==> config.mk <==
export PLATFORM = sky130hd
export DESIGN_NAME = afifo_wr_ctrl_flat
export DESIGN_NICKNAME = d
export VERILOG_FILES = /design/src/rtl/afifo_wr_ctrl_if.sv /design/src/rtl/afifo_wr_ctrl.sv /design/src/flat_wrapper.sv
export SDC_FILE = /design/constraint.sdc
export NUM_CORES = 1
export LEC_CHECK = 0
export BUFFER_PORTS_ARGS = -buffer_cell sky130_fd_sc_hd__buf_2
export CELL_PAD_IN_SITES_DETAIL_PLACEMENT = 0
export CELL_PAD_IN_SITES_GLOBAL_PLACEMENT = 1
export CORE_ASPECT_RATIO = 0.7
export CORE_MARGIN = 2
export CORE_UTILIZATION = 42
export CTS_CLUSTER_SIZE = 16
export DETAILED_ROUTE_END_ITERATION = 7
export MAX_ROUTING_LAYER = met4
export PLACE_DENSITY_LB_ADDON = 0.1
export RECOVER_POWER = 25
export SLEW_MARGIN = 40
export SYNTH_ARGS = -nofsm -noshare
export SYNTH_HDL_FRONTEND = slang
export SYNTH_SLANG_ARGS = --single-unit
==> constraint.sdc <==
create_clock -name wr_clk -period 4.2 [get_ports wr_clk]
set_input_delay 0.21 -clock wr_clk [delete_from_list [all_inputs] [get_ports wr_clk]]
set_output_delay 0.21 -clock wr_clk [all_outputs]
set_load 0.02 [all_outputs]
==> src/rtl/afifo_wr_ctrl_if.sv <==
// Write-side bus of the asynchronous FIFO: request/clear inputs, synchronized read
// pointer, and the RAM write port plus status flags produced by the write controller.
interface afifo_wr_ctrl_if #(
   parameter int WIDTH_D = 5
);
   logic               wr_en;
   logic [WIDTH_D:0]   rd_gray_syn;
   logic               wr_ovf_clr;
   logic [WIDTH_D-1:0] wr_addr;
   logic               wr_ram_en;
   logic [WIDTH_D:0]   wr_gray;
   logic               wr_full;
   logic               wr_almost_full;
   logic [WIDTH_D:0]   wr_level;
   logic               wr_overflow;

   modport master (
      output wr_en, rd_gray_syn, wr_ovf_clr,
      input  wr_addr, wr_ram_en, wr_gray, wr_full, wr_almost_full, wr_level, wr_overflow
   );

   modport slave (
      input  wr_en, rd_gray_syn, wr_ovf_clr,
      output wr_addr, wr_ram_en, wr_gray, wr_full, wr_almost_full, wr_level, wr_overflow
   );
endinterface

==> src/rtl/afifo_wr_ctrl.sv <==
// Write-domain controller of the asynchronous FIFO: binary/Gray write pointers and
// registered full, almost-full, level and sticky overflow against the synced read pointer.
module afifo_wr_ctrl #(
   parameter int WIDTH_D  = 5,
   parameter int AF_LEVEL = 28
) (
   input  logic             wr_clk,
   input  logic             wr_rst,
   afifo_wr_ctrl_if.slave   bus
);
   localparam int W = WIDTH_D;
   localparam logic [W:0] AF_THR = (W+1)'(AF_LEVEL);

   logic [W:0] wbin_reg,  wbin_next;
   logic [W:0] wgray_reg, wgray_next;
   logic [W:0] level_reg, level_next;
   logic [W:0] rbin;
   logic       full_reg,  full_next;
   logic       af_reg,    af_next;
   logic       ovf_reg,   ovf_next;
   logic       acc;

   // Gray to binary: each bit is the XOR of all Gray bits at or above it.
   genvar gi;
   generate
      for (gi = 0; gi <= W; gi = gi + 1) begin : g_gray2bin
         assign rbin[gi] = ^bus.rd_gray_syn[W:gi];
      end
   endgenerate

   always_comb begin
      acc        = bus.wr_en & ~full_reg;
      wbin_next  = wbin_reg + {{W{1'b0}}, acc};
      wgray_next = wbin_next ^ (wbin_next >> 1);
      // Full when the writer is exactly one lap ahead: top two Gray bits inverted.
      full_next  = (wgray_next == {~bus.rd_gray_syn[W:W-1], bus.rd_gray_syn[W-2:0]});
      level_next = wbin_next - rbin;
      af_next    = (level_next >= AF_THR);
      ovf_next   = ovf_reg;
      if (bus.wr_en & full_reg)
         ovf_next = 1'b1;
      else if (bus.wr_ovf_clr)
         ovf_next = 1'b0;
   end

   always_ff @(posedge wr_clk or posedge wr_rst) begin
      if (wr_rst) begin
         wbin_reg  <= '0;
         wgray_reg <= '0;
         level_reg <= '0;
         full_reg  <= 1'b0;
         af_reg    <= 1'b0;
         ovf_reg   <= 1'b0;
      end else begin
         wbin_reg  <= wbin_next;
         wgray_reg <= wgray_next;
         level_reg <= level_next;
         full_reg  <= full_next;
         af_reg    <= af_next;
         ovf_reg   <= ovf_next;
      end
   end

   assign bus.wr_addr        = wbin_reg[W-1:0];
   assign bus.wr_ram_en      = bus.wr_en & ~full_reg;
   assign bus.wr_gray        = wgray_reg;
   assign bus.wr_full        = full_reg;
   assign bus.wr_almost_full = af_reg;
   assign bus.wr_level       = level_reg;
   assign bus.wr_overflow    = ovf_reg;
endmodule
==> src/flat_wrapper.sv <==
// flat-port wrapper written by rule: the top's interface ports become plain ports
module afifo_wr_ctrl_flat 
#(
   parameter int WIDTH_D  = 5,
   parameter int AF_LEVEL = 28
)
  (wr_clk, wr_rst, bus_wr_en, bus_rd_gray_syn, bus_wr_ovf_clr, bus_wr_addr, bus_wr_ram_en, bus_wr_gray, bus_wr_full, bus_wr_almost_full, bus_wr_level, bus_wr_overflow);
  afifo_wr_ctrl_if #(.WIDTH_D(WIDTH_D)) bus_i ();
  input  logic wr_clk;
  input  logic wr_rst;
  input wire logic [$bits(bus_i.wr_en)-1:0] bus_wr_en;
  input wire logic [$bits(bus_i.rd_gray_syn)-1:0] bus_rd_gray_syn;
  input wire logic [$bits(bus_i.wr_ovf_clr)-1:0] bus_wr_ovf_clr;
  output wire logic [$bits(bus_i.wr_addr)-1:0] bus_wr_addr;
  output wire logic [$bits(bus_i.wr_ram_en)-1:0] bus_wr_ram_en;
  output wire logic [$bits(bus_i.wr_gray)-1:0] bus_wr_gray;
  output wire logic [$bits(bus_i.wr_full)-1:0] bus_wr_full;
  output wire logic [$bits(bus_i.wr_almost_full)-1:0] bus_wr_almost_full;
  output wire logic [$bits(bus_i.wr_level)-1:0] bus_wr_level;
  output wire logic [$bits(bus_i.wr_overflow)-1:0] bus_wr_overflow;
  assign bus_i.wr_en = bus_wr_en;
  assign bus_i.rd_gray_syn = bus_rd_gray_syn;
  assign bus_i.wr_ovf_clr = bus_wr_ovf_clr;
  assign bus_wr_addr = bus_i.wr_addr;
  assign bus_wr_ram_en = bus_i.wr_ram_en;
  assign bus_wr_gray = bus_i.wr_gray;
  assign bus_wr_full = bus_i.wr_full;
  assign bus_wr_almost_full = bus_i.wr_almost_full;
  assign bus_wr_level = bus_i.wr_level;
  assign bus_wr_overflow = bus_i.wr_overflow;
  afifo_wr_ctrl #(.WIDTH_D(WIDTH_D), .AF_LEVEL(AF_LEVEL)) u_core (.wr_clk(wr_clk), .wr_rst(wr_rst), .bus(bus_i));
endmodule
==> flow_metrics.env, run 1 <==
export IMPL_fin_skew_ns=0.00637
export IMPL_period_share_pct=65.4
export IMPL_fin_area_mm2=0.00141
export IMPL_r2r_setup_slack_ns=1.45
export IMPL_hold_buffers=0
export IMPL_area_growth_pct=24.1
export IMPL_antenna_found_initial=0
export IMPL_dp_hpwl_mm=1.68
export IMPL_rsz0062_at_grt="false"
export IMPL_final_min_clock_period_ns=2.75
export IMPL_holdWs_ns=0.128
export IMPL_cts_setup_buffers=0
export IMPL_synthAdderAreaFrac_pct=8.81
export IMPL_n_antenna_cell=0
export IMPL_synth_compound_area_share_pct=4.96
export IMPL_worst_slack_ns=1.45
export IMPL_drv_slew=0
export IMPL_worstMarginPinSlew_ns=0.769
export IMPL_num_vias=809
export IMPL_synth_top_family_by_area="XOR/XNOR gates"
export IMPL_synth_xor_area_share_pct=24.2
export IMPL_die_h_um=47.5
export IMPL_synth_top_cell_by_area="dfrtp_1"
export IMPL_status="completed"
export IMPL_startpoint_type="flip-flop"
export IMPL_synth_cell_type_count=28
export IMPL_maxSlewHeadroom_pct=48.7
export IMPL_ios=31
export IMPL_wl_per_cell_um=12.7
export IMPL_synth_area_mux_share_pct=2.97
export IMPL_fin_nets=155
export IMPL_cts_clk_slew_worst_paths_ns=0.08
export IMPL_die_w_um=66.2
export IMPL_first_pass_iters=4
export IMPL_viasPerCell=4.76
export IMPL_crit_fanout=6
export IMPL_fmax_ghz=0.364
export IMPL_critPathRequiredTime_ns=4.38
export IMPL_htreeDepth=1
export IMPL_syn_avg_cell_area_um2=11.2
export IMPL_met2_usage_pct=21.6
export IMPL_path_class="reg2reg"
export IMPL_cts_buffers=3
export IMPL_cts_root_buffer="clkbuf_8"
export IMPL_top_usage_layer="met2"
export IMPL_gp_congestion=0.767
export IMPL_ys_seq_elements=20
export IMPL_drive_above_1_share_pct=28.7
export IMPL_yosys_top_cells_area="dfrtp_1 (44%), xnor2_1 (10%), ha_1 (8.8%)"
export IMPL_hold_viol_final=0
export IMPL_detailedPlace_worstSlack_ns=1.48
export IMPL_clock_sinks=20
export IMPL_drc_errors=0
export IMPL_synth_top_area_share_pct=44.1
export IMPL_fillers=232
export IMPL_netlist_instances=101
export IMPL_use_met3_pct=4.24
export IMPL_yosys_area_share_simple_pct=11.3
export IMPL_worst_skew_pair_late_latency_ns=0.26
export IMPL_netlist_area_mm2=0.00114
export IMPL_row_count=15
export IMPL_port_buffer_count=30
export IMPL_grt_pass1_vias=689
export IMPL_yosysSeqAreaShare_pct=44.1
export IMPL_wl_mm=2.16
export IMPL_hold_path_class="in2reg"
export IMPL_arrival_ns=2.93
export IMPL_drtAntennaViolNets=0
export IMPL_synthArstFlopShare_pct=100
export IMPL_cts_tree="yes"
export IMPL_grt_pass1_wl_mm=3.24
export IMPL_postPlaceCellArea_mm2=0.00133
export IMPL_synth_edff_count=0
export IMPL_grt_start_max_net_pins=21
export IMPL_core_area_mm2=0.00251
export IMPL_setup_tns_final_ns=0
export IMPL_setup_viol=0
export IMPL_dr_first_iter_drc_count=28
export IMPL_cap_violations=0
export IMPL_clock_path_buffers=2
export IMPL_grt_overflow_total=0
export IMPL_use_met1_pct=20.7
export IMPL_syn_num_nets=119
export IMPL_grt_use_total_pct=15.2
export IMPL_initial_core_util_pct=45.2
export IMPL_synth_ff_type="dfrtp_1"
export IMPL_synth_warnings=0
export IMPL_die_area_mm2=0.00314
export IMPL_endpoint_kind="flip-flop"
export IMPL_cts_resized_gates=0
==> layout by cell type, fill, tap and decap left out, drive strengths merged <==
cell type and instances:
and3 3, xnor3 2, nand2b 1, ha 8, xor2 10, dlygate4sd3 1
clkbuf 3, mux2i 3, a21oi 4, inv 11, nor3b 1, nor4 1
dfrtp 20, buf 30, nor2 2, nor3 2, or3 1, a21o 1
nand2 3, o21ai 3, a31oi 1, nor2b 2, nand3 5, bufinv 1
o211ai 1, and4b 1, xnor2 14, nand3b 1
==> cell families (layout without fill, tap and decap cells) <==
| group | Yosys count | in the layout |
|---|---|---|
| AOI/OAI and AO/OA | 10 | 10 |
| muxes | 3 | 3 |
| and+or+nand+nor | 23 | 23 |
| xor gates and xnor gates | 26 | 26 |
| adders and majority gates | 8 | 8 |
| buffers and inverters | 11 | 46 |
| DFF | 20 | 20 |
==> layout make-up <==
class | instances | area [µm²] | area share (%)
timing repair buffer | 31 | 160 | 11.4
sequential | 20 | 500 | 35.5
clock buffer | 3 | 41.3 | 2.93
multi-input combinational | 70 | 594 | 42.1
inverter | 11 | 41.3 | 2.93
tap | 34 | 42.5 | 3.02
clock inverter | 1 | 30.0 | 2.13
==> through the flow <==
stage / util (%) / cells
after CTS: 55.7 / 169
after detailed placement: 52.8 / 165
final: 56.1 / 170
after floorplan: - / 101
after global placement: 52.8 / 165
after global routing: 56.1 / 170
==> critical path: stages (launching register included) <==
cell	delay, ns
dfrtp_1	0.38
nor2b_1	0.09
ha_1	0.20
ha_1	0.23
xnor2_2	0.38
inv_1	0.21
ha_1	0.37
a31oi_1	0.24
a21oi_1	0.13
or3_1	0.37
o211ai_1	0.09
==> synthesized netlist by cell type, types with 2 or more instances <==
master   instances
a21oi_1          4
dfrtp_1         20
nand3_1          5
mux2i_1          2
xor2_1           9
nor3_1           2
inv_1           11
nand2_1          3
and3_1           3
o21ai_0          3
nor2b_1          2
ha_1             8
xnor2_1         13
nor2_1           2
==> path summary, 6_finish.rpt <==
kind                                        endpoint               start  cells after the start
min in group asynchronous     u_core.bus.wr_level[1]              wr_rst                      3
max                        u_core.bus.wr_almost_full  u_core.bus.wr_full                     10
max in group asynchronous      u_core.bus.wr_gray[4]              wr_rst                      3
max reg2reg                u_core.bus.wr_almost_full  u_core.bus.wr_full                     10
min reg2reg                   u_core.bus.wr_overflow  u_core.bus.wr_full                      2
min                           u_core.bus.wr_overflow      bus_wr_ovf_clr                      2
==> routing by layer <==
layer  part of all wire (%)  wire length (µm)
met4                    1.3                27
met5                      0                 0
met3                    4.4                95
met1                     52              1120
met2                     43               920
Power of run 1 is left out: the tool's default activity adds up to more than one toggle a clock period on the data nets, which glitch-free logic cannot reach.
==> run 2, diff against run 1 <==
- CORE_UTILIZATION: 42 -> 35
- clock period: 4.2 -> 2.4 ns (I/O delays scaled with it)
==> flow_metrics.env, run 2 (synthesis gave the netlist of run 1 again) <==
export IMPL_wl_mm=2.44
export IMPL_hold_viol_final=0
export IMPL_path_delay_family="adder cells"
export IMPL_slowest_delay_ns=0.43
export IMPL_cts_root_buffer="clkbuf_8"
export IMPL_grt_start_max_net_pins=21
export IMPL_crit_fanout=5
export IMPL_fillers=291
export IMPL_ios=31
export IMPL_worstMarginPinSlew_ns=0.773
export IMPL_fmax_ghz=0.445
export IMPL_gp_congestion=0.752
export IMPL_die_h_um=51.7
export IMPL_period_share_pct=93.6
export IMPL_worst_slack_ns=0.154
export IMPL_final_cell_mix="buf_2 (30), dfrtp_1 (19), xnor2_1 (13)"
export IMPL_layout_cells_non_filler=182
export IMPL_drtAntennaViolNets=0
export IMPL_viasPerCell=4.56
export IMPL_initial_core_util_pct=36.3
export IMPL_die_w_um=72.1
export IMPL_antenna_found_initial=0
export IMPL_htreeDepth=1
export IMPL_drc_errors=0
export IMPL_clock_sinks=20
export IMPL_critPathRequiredTime_ns=2.54
export IMPL_area_growth_pct=40.3
export IMPL_endpoint_kind="flip-flop"
export IMPL_fin_skew_ns=0.00570
export IMPL_dp_hpwl_mm=1.95
export IMPL_arrival_ns=2.39
export IMPL_grt_overflow_total=0
export IMPL_fin_nets=163
export IMPL_cpMostUsedCell="ha_4"
export IMPL_wl_per_cell_um=13.4
export IMPL_crit_slowest_cell="dfrtp_2"
export IMPL_setup_tns_final_ns=0
export IMPL_grt_pass1_wl_mm=4.16
export IMPL_dp_cells=175
export IMPL_worst_path_buf_inv=1
export IMPL_cts_clk_slew_worst_paths_ns=0.08
export IMPL_die_area_mm2=0.00372
export IMPL_hold_path_class="in2reg"
export IMPL_port_buffer_count=30
export IMPL_grt_pass1_vias=870
export IMPL_dr_first_iter_drc_count=13
export IMPL_path_cells="nor2b_4 -> ha_4 -> ha_4 -> nand3_2 -> xor2_2 -> inv_2 -> ha_4 -> mux2i_1 -> o21ai_1 -> nor3_2 -> o211ai_1"
export IMPL_drive_above_1_share_pct=43.1
export IMPL_detailedPlace_worstSlack_ns=0.00313
export IMPL_startpoint_type="flip-flop"
export IMPL_n_antenna_cell=0
export IMPL_first_pass_iters=4
export IMPL_setup_viol=0
export IMPL_final_common_cell="buf_2"
export IMPL_cts_tree="yes"
export IMPL_num_vias=830
export IMPL_grt_use_total_pct=15.4
export IMPL_path_class="reg2reg"
export IMPL_final_min_clock_period_ns=2.25
export IMPL_maxSlewHeadroom_pct=48.4
export IMPL_cap_violations=0
export IMPL_row_count=17
export IMPL_status="completed"
export IMPL_worst_skew_pair_late_latency_ns=0.26
export IMPL_clock_path_buffers=2
export IMPL_cts_buffers=3
export IMPL_core_area_mm2=0.00313
export IMPL_drv_slew=0
==> run 2: changes by cell type in the layout (fill, tap and decap cells not counted), sizes merged <==
cell  delta
buf      +8
==> run 2: through the flow <==
stage / hold WS (ns) / cell area, µm² / utilization, %
after floorplan: 0.0838 / 1200 / -
after global placement: 0.297 / 1440 / 46.1
after detailed placement: 0.305 / 1440 / 46.1
after CTS: 0.0199 / 1520 / 48.7
after global routing: 0.0319 / 1590 / 51.0
final: 0.0204 / 1590 / 51.0
==> run 2: final timing paths <==
check | slack (ns) | endpoint | from | cells past startpoint
setup / recovery | 0.15 | u_core.bus.wr_almost_full | u_core.bus.wr_full | 11
hold / removal | 0.02 | u_core.bus.wr_overflow | bus_wr_ovf_clr | 2
setup reg to reg | 0.15 | u_core.bus.wr_almost_full | u_core.bus.wr_full | 11
hold reg to reg | 0.53 | u_core.bus.wr_overflow | u_core.bus.wr_overflow | 2
max in group asynchronous | 1.34 | u_core.bus.wr_full | wr_rst | 3
min in group asynchronous | 0.53 | u_core.wbin_reg[5] | wr_rst | 3
==> run 2: layout make-up <==
class,count,area [µm²],area share (%)
Sequential cell,20,502,31.5
Clock inverter,1,30.0,1.88
Inverter,11,41.3,2.59
Clock buffer,3,41.3,2.59
Tap cell,38,47.5,2.98
Multi-Input combinational cell,70,712,44.7
Timing Repair Buffer,39,220,13.8
==> run 2: timing repair <==
action                     4_1_cts  5_1_grt
hold endpoints to repair         0       20
pin swaps                        1        2
resized for setup                1        9
hold buffers                     0        1
setup endpoints to repair        1        3
buffers inserted                 1        1
cloned                           0        0
==> run 2: routing by layer <==
layer / vias up / global-route usage [%] / part of all wire [%]
li1: 422 / - / -
met1: 386 / 22.1 / 53
met2: 20 / 21.7 / 40
met3: 2 / 4.46 / 5.3
met4: 0 / 2.83 / 0.78
met5: - / - / 0
Power of run 2 is left out for the same reason.
